File: config.mk
export PLATFORM = sky130hd
export DESIGN_NAME = mem_access_flat
export DESIGN_NICKNAME = d
export VERILOG_FILES = /design/src/rtl/mem_access_if.sv /design/src/rtl/mem_access.sv /design/src/flat_wrapper.sv
export SDC_FILE = /design/constraint.sdc
export NUM_CORES = 1
export LEC_CHECK = 0
export BUFFER_PORTS_ARGS = -buffer_cell sky130_fd_sc_hd__buf_2
export CAP_MARGIN = 30
export CORE_ASPECT_RATIO = 2
export CORE_MARGIN = 3
export CORE_UTILIZATION = 51
export DETAILED_ROUTE_END_ITERATION = 8
export PLACE_DENSITY_LB_ADDON = 0.3
export SETUP_SLACK_MARGIN = 0.1
export SYNTH_ARGS = -nofsm -noshare
export SYNTH_HDL_FRONTEND = slang
export SYNTH_SLANG_ARGS = --single-unit
File: constraint.sdc
create_clock -name clk -period 6.2 [get_ports clk]
set_input_delay 0 -clock clk [delete_from_list [all_inputs] [get_ports clk]]
set_output_delay 0 -clock clk [all_outputs]
set_load 0.01 [all_outputs]
File: src/rtl/mem_access_if.sv
// RAM port of the memory-access stage: one registered request, completed by ram_ready.
interface mem_access_if;
  logic        ram_en;
  logic [3:0]  ram_write_en;
  logic [31:0] ram_addr;
  logic [31:0] ram_write_data;
  logic [31:0] ram_read_data;
  logic        ram_ready;

  modport master (
    output ram_en, ram_write_en, ram_addr, ram_write_data,
    input  ram_read_data, ram_ready
  );

  modport slave (
    input  ram_en, ram_write_en, ram_addr, ram_write_data,
    output ram_read_data, ram_ready
  );
endinterface

File: src/rtl/mem_access.sv
// Pipeline MEM stage: stage-A register, one-request RAM FSM, load alignment/extension, WB register.
// Handshake: a request is presented while ram_en=1 and held stable; it completes on the
// first rising edge where ram_en=1 and ram_ready=1. Until then stall_req freezes upstream.
module mem_access (
  input  logic        clk,
  input  logic        rst,
  input  logic        in_valid,
  input  logic        mem_read_flag_in,
  input  logic        mem_write_flag_in,
  input  logic        mem_sign_ext_flag_in,
  input  logic [3:0]  mem_sel_in,
  input  logic [31:0] mem_write_data_in,
  input  logic [31:0] result_in,
  input  logic        reg_write_en_in,
  input  logic [4:0]  reg_write_addr_in,
  input  logic [31:0] current_pc_addr_in,
  mem_access_if.master bus,
  output logic        stall_req,
  output logic        mem_load_flag,
  output logic        wb_valid,
  output logic        reg_write_en_out,
  output logic        addr_err_out,
  output logic [4:0]  reg_write_addr_out,
  output logic [31:0] result_out,
  output logic [31:0] current_pc_addr_out,
  output logic        dbg_state_o
);

  typedef enum logic {IDLE = 1'b0, ACCESS = 1'b1} state_t;

  state_t      state_q, state_d;

  logic        a_valid_q, a_read_q, a_write_q, a_sext_q, a_rwe_q;
  logic [3:0]  a_sel_q;
  logic [31:0] a_result_q, a_pc_q;
  logic [4:0]  a_rwaddr_q;

  logic        ram_en_q, ram_en_d;
  logic [3:0]  ram_we_q, ram_we_d;
  logic [31:0] ram_addr_q, ram_addr_d, ram_wdata_q, ram_wdata_d;

  logic        wb_valid_q, wb_rwe_q, wb_err_q;
  logic        wb_valid_d, wb_rwe_d, wb_err_d;
  logic [4:0]  wb_rwaddr_q;
  logic [31:0] wb_result_q, wb_result_d, wb_pc_q;

  logic        in_misalign, mem_op_in, stall;
  logic        a_misalign, a_mem;
  logic [31:0] ld_shift, ld_mask, ld_data;

  assign in_misalign = ((mem_sel_in == 4'b1111) && (result_in[1:0] != 2'b00)) ||
                       ((mem_sel_in == 4'b0011) && result_in[0]);
  assign mem_op_in   = in_valid && (mem_read_flag_in || mem_write_flag_in) && !in_misalign;
  assign stall       = (state_q == ACCESS) && !bus.ram_ready;

  always_comb begin
    state_d = state_q;
    if (!stall) begin
      state_d = mem_op_in ? ACCESS : IDLE;
    end
  end

  always_comb begin
    ram_en_d    = mem_op_in;
    ram_addr_d  = {result_in[31:2], 2'b00};
    ram_we_d    = 4'b0000;
    if (mem_op_in && mem_write_flag_in) begin
      ram_we_d = mem_sel_in << result_in[1:0];
    end
    ram_wdata_d = mem_write_data_in << {result_in[1:0], 3'b000};
  end

  assign a_misalign = ((a_sel_q == 4'b1111) && (a_result_q[1:0] != 2'b00)) ||
                      ((a_sel_q == 4'b0011) && a_result_q[0]);
  assign a_mem      = a_read_q || a_write_q;

  // Lane 0 of the shifted word holds the addressed byte/half; sel masks the width.
  always_comb begin
    ld_shift = bus.ram_read_data >> {a_result_q[1:0], 3'b000};
    ld_mask  = {{8{a_sel_q[3]}}, {8{a_sel_q[2]}}, {8{a_sel_q[1]}}, {8{a_sel_q[0]}}};
    ld_data  = ld_shift & ld_mask;
    if (a_sext_q && (a_sel_q == 4'b0001)) begin
      ld_data = {{24{ld_data[7]}}, ld_data[7:0]};
    end else if (a_sext_q && (a_sel_q == 4'b0011)) begin
      ld_data = {{16{ld_data[15]}}, ld_data[15:0]};
    end
  end

  always_comb begin
    wb_valid_d  = a_valid_q;
    wb_rwe_d    = a_valid_q && a_rwe_q && !a_write_q && !a_misalign;
    wb_err_d    = a_valid_q && a_mem && a_misalign;
    wb_result_d = (a_read_q && !a_misalign) ? ld_data : a_result_q;
  end

  always_ff @(posedge clk or posedge rst) begin
    if (rst) begin
      state_q     <= IDLE;
      a_valid_q   <= 1'b0;
      a_read_q    <= 1'b0;
      a_write_q   <= 1'b0;
      a_sext_q    <= 1'b0;
      a_rwe_q     <= 1'b0;
      a_sel_q     <= 4'b0000;
      a_result_q  <= 32'h0;
      a_pc_q      <= 32'h0;
      a_rwaddr_q  <= 5'd0;
      ram_en_q    <= 1'b0;
      ram_we_q    <= 4'b0000;
      ram_addr_q  <= 32'h0;
      ram_wdata_q <= 32'h0;
      wb_valid_q  <= 1'b0;
      wb_rwe_q    <= 1'b0;
      wb_err_q    <= 1'b0;
      wb_rwaddr_q <= 5'd0;
      wb_result_q <= 32'h0;
      wb_pc_q     <= 32'h0;
    end else begin
      state_q <= state_d;
      if (!stall) begin
        a_valid_q   <= in_valid;
        a_read_q    <= mem_read_flag_in;
        a_write_q   <= mem_write_flag_in;
        a_sext_q    <= mem_sign_ext_flag_in;
        a_rwe_q     <= reg_write_en_in;
        a_sel_q     <= mem_sel_in;
        a_result_q  <= result_in;
        a_pc_q      <= current_pc_addr_in;
        a_rwaddr_q  <= reg_write_addr_in;
        ram_en_q    <= ram_en_d;
        ram_we_q    <= ram_we_d;
        ram_addr_q  <= ram_addr_d;
        ram_wdata_q <= ram_wdata_d;
        wb_valid_q  <= wb_valid_d;
        wb_rwe_q    <= wb_rwe_d;
        wb_err_q    <= wb_err_d;
        wb_rwaddr_q <= a_rwaddr_q;
        wb_result_q <= wb_result_d;
        wb_pc_q     <= a_pc_q;
      end else begin
        wb_valid_q  <= 1'b0;
        wb_rwe_q    <= 1'b0;
        wb_err_q    <= 1'b0;
      end
    end
  end

  assign bus.ram_en         = ram_en_q;
  assign bus.ram_write_en   = ram_we_q;
  assign bus.ram_addr       = ram_addr_q;
  assign bus.ram_write_data = ram_wdata_q;

  assign stall_req           = stall;
  assign mem_load_flag       = a_valid_q && a_read_q;
  assign wb_valid            = wb_valid_q;
  assign reg_write_en_out    = wb_rwe_q;
  assign addr_err_out        = wb_err_q;
  assign reg_write_addr_out  = wb_rwaddr_q;
  assign result_out          = wb_result_q;
  assign current_pc_addr_out = wb_pc_q;
  assign dbg_state_o         = state_q;

endmodule

File: src/flat_wrapper.sv
// flat-port wrapper written by rule: the top's interface ports become plain ports
module mem_access_flat 
  (clk, rst, in_valid, mem_read_flag_in, mem_write_flag_in, mem_sign_ext_flag_in, mem_sel_in, mem_write_data_in, result_in, reg_write_en_in, reg_write_addr_in, current_pc_addr_in, stall_req, mem_load_flag, wb_valid, reg_write_en_out, addr_err_out, reg_write_addr_out, result_out, current_pc_addr_out, dbg_state_o, bus_ram_en, bus_ram_write_en, bus_ram_addr, bus_ram_write_data, bus_ram_read_data, bus_ram_ready);
  mem_access_if bus_i ();
  input  logic clk;
  input  logic rst;
  input  logic in_valid;
  input  logic mem_read_flag_in;
  input  logic mem_write_flag_in;
  input  logic mem_sign_ext_flag_in;
  input  logic [3:0] mem_sel_in;
  input  logic [31:0] mem_write_data_in;
  input  logic [31:0] result_in;
  input  logic reg_write_en_in;
  input  logic [4:0] reg_write_addr_in;
  input  logic [31:0] current_pc_addr_in;
  output logic stall_req;
  output logic mem_load_flag;
  output logic wb_valid;
  output logic reg_write_en_out;
  output logic addr_err_out;
  output logic [4:0] reg_write_addr_out;
  output logic [31:0] result_out;
  output logic [31:0] current_pc_addr_out;
  output logic dbg_state_o;
  output wire logic [$bits(bus_i.ram_en)-1:0] bus_ram_en;
  output wire logic [$bits(bus_i.ram_write_en)-1:0] bus_ram_write_en;
  output wire logic [$bits(bus_i.ram_addr)-1:0] bus_ram_addr;
  output wire logic [$bits(bus_i.ram_write_data)-1:0] bus_ram_write_data;
  input wire logic [$bits(bus_i.ram_read_data)-1:0] bus_ram_read_data;
  input wire logic [$bits(bus_i.ram_ready)-1:0] bus_ram_ready;
  assign bus_ram_en = bus_i.ram_en;
  assign bus_ram_write_en = bus_i.ram_write_en;
  assign bus_ram_addr = bus_i.ram_addr;
  assign bus_ram_write_data = bus_i.ram_write_data;
  assign bus_i.ram_read_data = bus_ram_read_data;
  assign bus_i.ram_ready = bus_ram_ready;
  mem_access u_core (.clk(clk), .rst(rst), .in_valid(in_valid), .mem_read_flag_in(mem_read_flag_in), .mem_write_flag_in(mem_write_flag_in), .mem_sign_ext_flag_in(mem_sign_ext_flag_in), .mem_sel_in(mem_sel_in), .mem_write_data_in(mem_write_data_in), .result_in(result_in), .reg_write_en_in(reg_write_en_in), .reg_write_addr_in(reg_write_addr_in), .current_pc_addr_in(current_pc_addr_in), .bus(bus_i), .stall_req(stall_req), .mem_load_flag(mem_load_flag), .wb_valid(wb_valid), .reg_write_en_out(reg_write_en_out), .addr_err_out(addr_err_out), .reg_write_addr_out(reg_write_addr_out), .result_out(result_out), .current_pc_addr_out(current_pc_addr_out), .dbg_state_o(dbg_state_o));
endmodule
==> flow_metrics.env <==
export IMPL_yosys_warnings=0
export IMPL_numPortBuffers=286
export IMPL_grt_max_degree=115
export IMPL_status="finished, final reports clean"
export IMPL_die_width_um=98.37
export IMPL_yosysTopAreaCell="dfrtp_1"
export IMPL_n_fill_cell=1339
export IMPL_first_iter_violations=439
export IMPL_cts_clk_slew_worst_paths_ps=70
export IMPL_fmax_ghz=0.3935
export IMPL_slew_violations=0
export IMPL_track_usage_pct=26.79
export IMPL_wire_per_inst_um=16.98
export IMPL_p_comb_share_pct=20.9
export IMPL_cp_required_ps=6520
export IMPL_timing_final_crit_period_ps=2541
export IMPL_mostFrequentLayoutCell="nand2_1"
export IMPL_cts_tree="built"
export IMPL_grt_pass1_wl_mm=39.72
export IMPL_reg2reg_to="u_core.bus.ram_write_en[1]$_DFFE_PP0N_"
export IMPL_drtPass1Iterations=5
export IMPL_setup_violations=0
export IMPL_clockRootBuffer="clkbuf_16"
export IMPL_ant_nets=0
export IMPL_hold_buffers=104
export IMPL_relSlewSlack_pct=37.61
export IMPL_netSwitchingPower_mw=1.013
export IMPL_coreArea_mm2=0.01677
export IMPL_fin_tns_setup_ps=0
export IMPL_seq_area_frac_synth_pct=53.77
export IMPL_p_leak_nw=6.020
export IMPL_min_path_type="input port to flip-flop"
export IMPL_numCtsBuffers=17
export IMPL_p_clk_share_pct=36.4
export IMPL_reg2reg_from="u_core.bus.ram_en$_DFFE_PP0N_"
export IMPL_crit_type="flip-flop to flip-flop"
export IMPL_postSynthCellCount=954
export IMPL_syn_to_final_growth_pct=33.68
export IMPL_vias_per_cell=5.329
export IMPL_postCtsSetupBuffers=0
export IMPL_drive_gt1_share_pct=27.51
export IMPL_finalPower_mw=3.494
export IMPL_skew_ps=9.749
export IMPL_htreeDepth=4
export IMPL_ys_types=47
export IMPL_power_density_mw_per_mm2=300.3
export IMPL_hp_start="bus_ram_read_data[25]"
export IMPL_grt_antenna_before_repair=1
export IMPL_worstPathMaxFanout=99
export IMPL_synthFlopType="dfrtp_1"
export IMPL_finalCritPeriodShare_pct=40.99
export IMPL_p_int_mw=2.481
export IMPL_layout_common_cells="nand2_1, buf_2, dfrtp_1, dlygate4sd3_1, nor2_1"
export IMPL_synth_seq_cells=187
export IMPL_die_height_um=190.7
export IMPL_syn_area_per_cell_um2=9.123
export IMPL_drt_total_wl_mm=25.39
export IMPL_rsz0062_at_grt="no"
export IMPL_endpoint_kind="flip-flop"
export IMPL_crit_arrival_ps=2860
export IMPL_gp_congestion=0.8885
export IMPL_synth_area_mm2=0.008703
export IMPL_worstRegToRegCells=5
export IMPL_dieArea_mm2=0.01876
export IMPL_first_global_vias=7893
export IMPL_vias=7967
export IMPL_hold_violations=0
export IMPL_cap_violations=0
export IMPL_drcViolationCount=0
export IMPL_synth_top_cell_area_share_pct=53.77
export IMPL_async_flop_share_pct=100.0
export IMPL_synth_area_leaders="dfrtp_1, nand2_1, mux2i_1"
export IMPL_insertion_delay_ps=430
export IMPL_cts_resized=0
export IMPL_whs_path_depth=3
export IMPL_worstMarginPinSlew_ps=935.9
export IMPL_seqPwrFrac_pct=42.8
export IMPL_start_util_pct=51.91
export IMPL_core_rowCount=67
export IMPL_sw_frac_of_total_pct=29.00
export IMPL_overflow=0
export IMPL_post_dp_hpwl_mm=16.87
export IMPL_synth_edf_count=0
export IMPL_fin_nets=1419
export IMPL_r2r_slack_ps=3660
export IMPL_cts_sinks=187
export IMPL_min_to="u_core.result_out[25]$_DFFE_PP0N_"
export IMPL_start_kind="flip-flop"
export IMPL_cts_path_max_buffers=2
export IMPL_ios=289
export IMPL_irDropWorstVdd_mv=0.2203
sequential cells by signal, indices dropped and copies added (netlist names), 4 cells and up:
signal                      count
u_core.a_pc_q                  32
u_core.a_result_q              32
u_core.a_rwaddr_q               5
u_core.a_sel_q                  4
u_core.bus.ram_write_data      32
u_core.bus.ram_write_en         4
u_core.current_pc_addr_out     32
u_core.reg_write_addr_out       5
u_core.result_out              32
worst max path at each step:
stage / from / endpoint / depth (start not counted)
final: u_core.bus.ram_en$_DFFE_PP0N_ / u_core.bus.ram_write_en[1]$_DFFE_PP0N_ / 5
after global routing: u_core.bus.ram_en$_DFFE_PP0N_ / u_core.result_out[23]$_DFFE_PP0N_ / 6
after CTS: u_core.bus.ram_en$_DFFE_PP0N_ / u_core.result_out[29]$_DFFE_PP0N_ / 6
after detailed placement: u_core.bus.ram_en$_DFFE_PP0N_ / u_core.result_out[29]$_DFFE_PP0N_ / 6
after global placement: u_core.bus.ram_en$_DFFE_PP0N_ / u_core.result_out[31]$_DFFE_PP0N_ / 6
after floorplan: rst / u_core.a_pc_q[0]$_DFFE_PP0N_ / 1
cell usage after synthesis (3+ instances only):
master / n
a211oi_1: 16
a21oi_1: 45
a22o_1: 8
a31oi_1: 13
buf_1: 6
buf_2: 26
buf_4: 36
buf_6: 4
clkbuf_1: 24
dfrtp_1: 187
mux2_2: 17
mux2i_1: 33
nand2_1: 379
nand2b_1: 3
nand3_1: 3
nor2_1: 58
nor2b_1: 10
nor3_1: 8
o2111ai_1: 6
o21ai_0: 17
o2bb2ai_1: 23
o31ai_1: 3
logic make-up (layout without fill, tap and decap cells):
| kind of cell | after synthesis | count (layout) | share of synthesized area [%] |
|---|---|---|---|
| AND/OR/NAND/NOR | 469 | 469 | 21.25 |
| other | 1 | 3 | 0.04309 |
| AO/OA/AOI/OAI | 145 | 145 | 11.95 |
| XOR/XNOR | 2 | 2 | 0.2013 |
| flip-flops | 187 | 187 | 53.77 |
| buffers and inverters | 99 | 431 | 6.541 |
| multiplexers | 51 | 51 | 6.254 |
through the flow:
stage               hold WS (ps)  worst slack, ps  utilization (%)  instances  cell area, um^2
finish                     18.41             3659            69.40       1495            11630
global route               16.84             3422            69.40       1495            11630
CTS                       0.4278             3663            69.38       1494            11630
detailed placement         198.9             3687            59.07       1358             9905
global placement           196.7             3711            59.07       1358             9905
floorplan                  112.4             1115                -        955             8707
critical path: stages, from the launching register on:
cell and delay (ps):
dfrtp_1 410, nand2b_4 240, inv_6 620, buf_4 750, nor2_1 80, a32o_1 280
power groups by stage:
stage               Sequential, mW  Clock (mW)  Combinational (mW)
finish                        1.49        1.27               0.728
global route                  1.51        1.34               0.802
CTS                           1.49        1.29               0.729
detailed placement            1.51           0               0.676
global placement              1.51           0               0.663
floorplan                     1.54           0               0.390
cell type report:
cell class              instances  area (um^2)  area share (%)
clock buffers                  21        460.4           3.957
diodes                          1        2.502         0.02151
flip-flops and latches        187         4679           40.22
clock inverters                11        226.5           1.946
multi-input cells             669         3466           29.79
repair buffers                396         2517           21.64
well taps                     207        259.0           2.226
inverters                       3        23.77          0.2043
routing by layer:
metal  vias up  routed length (um)  track usage (%)
li1       3758                   -                -
met1      3787                9049            29.01
met2       324               13460            47.29
met3        98                1331            5.602
met4         0                1546            16.20
met5         -                   0                0
Note: power is estimated with default switching activity, not from simulation.
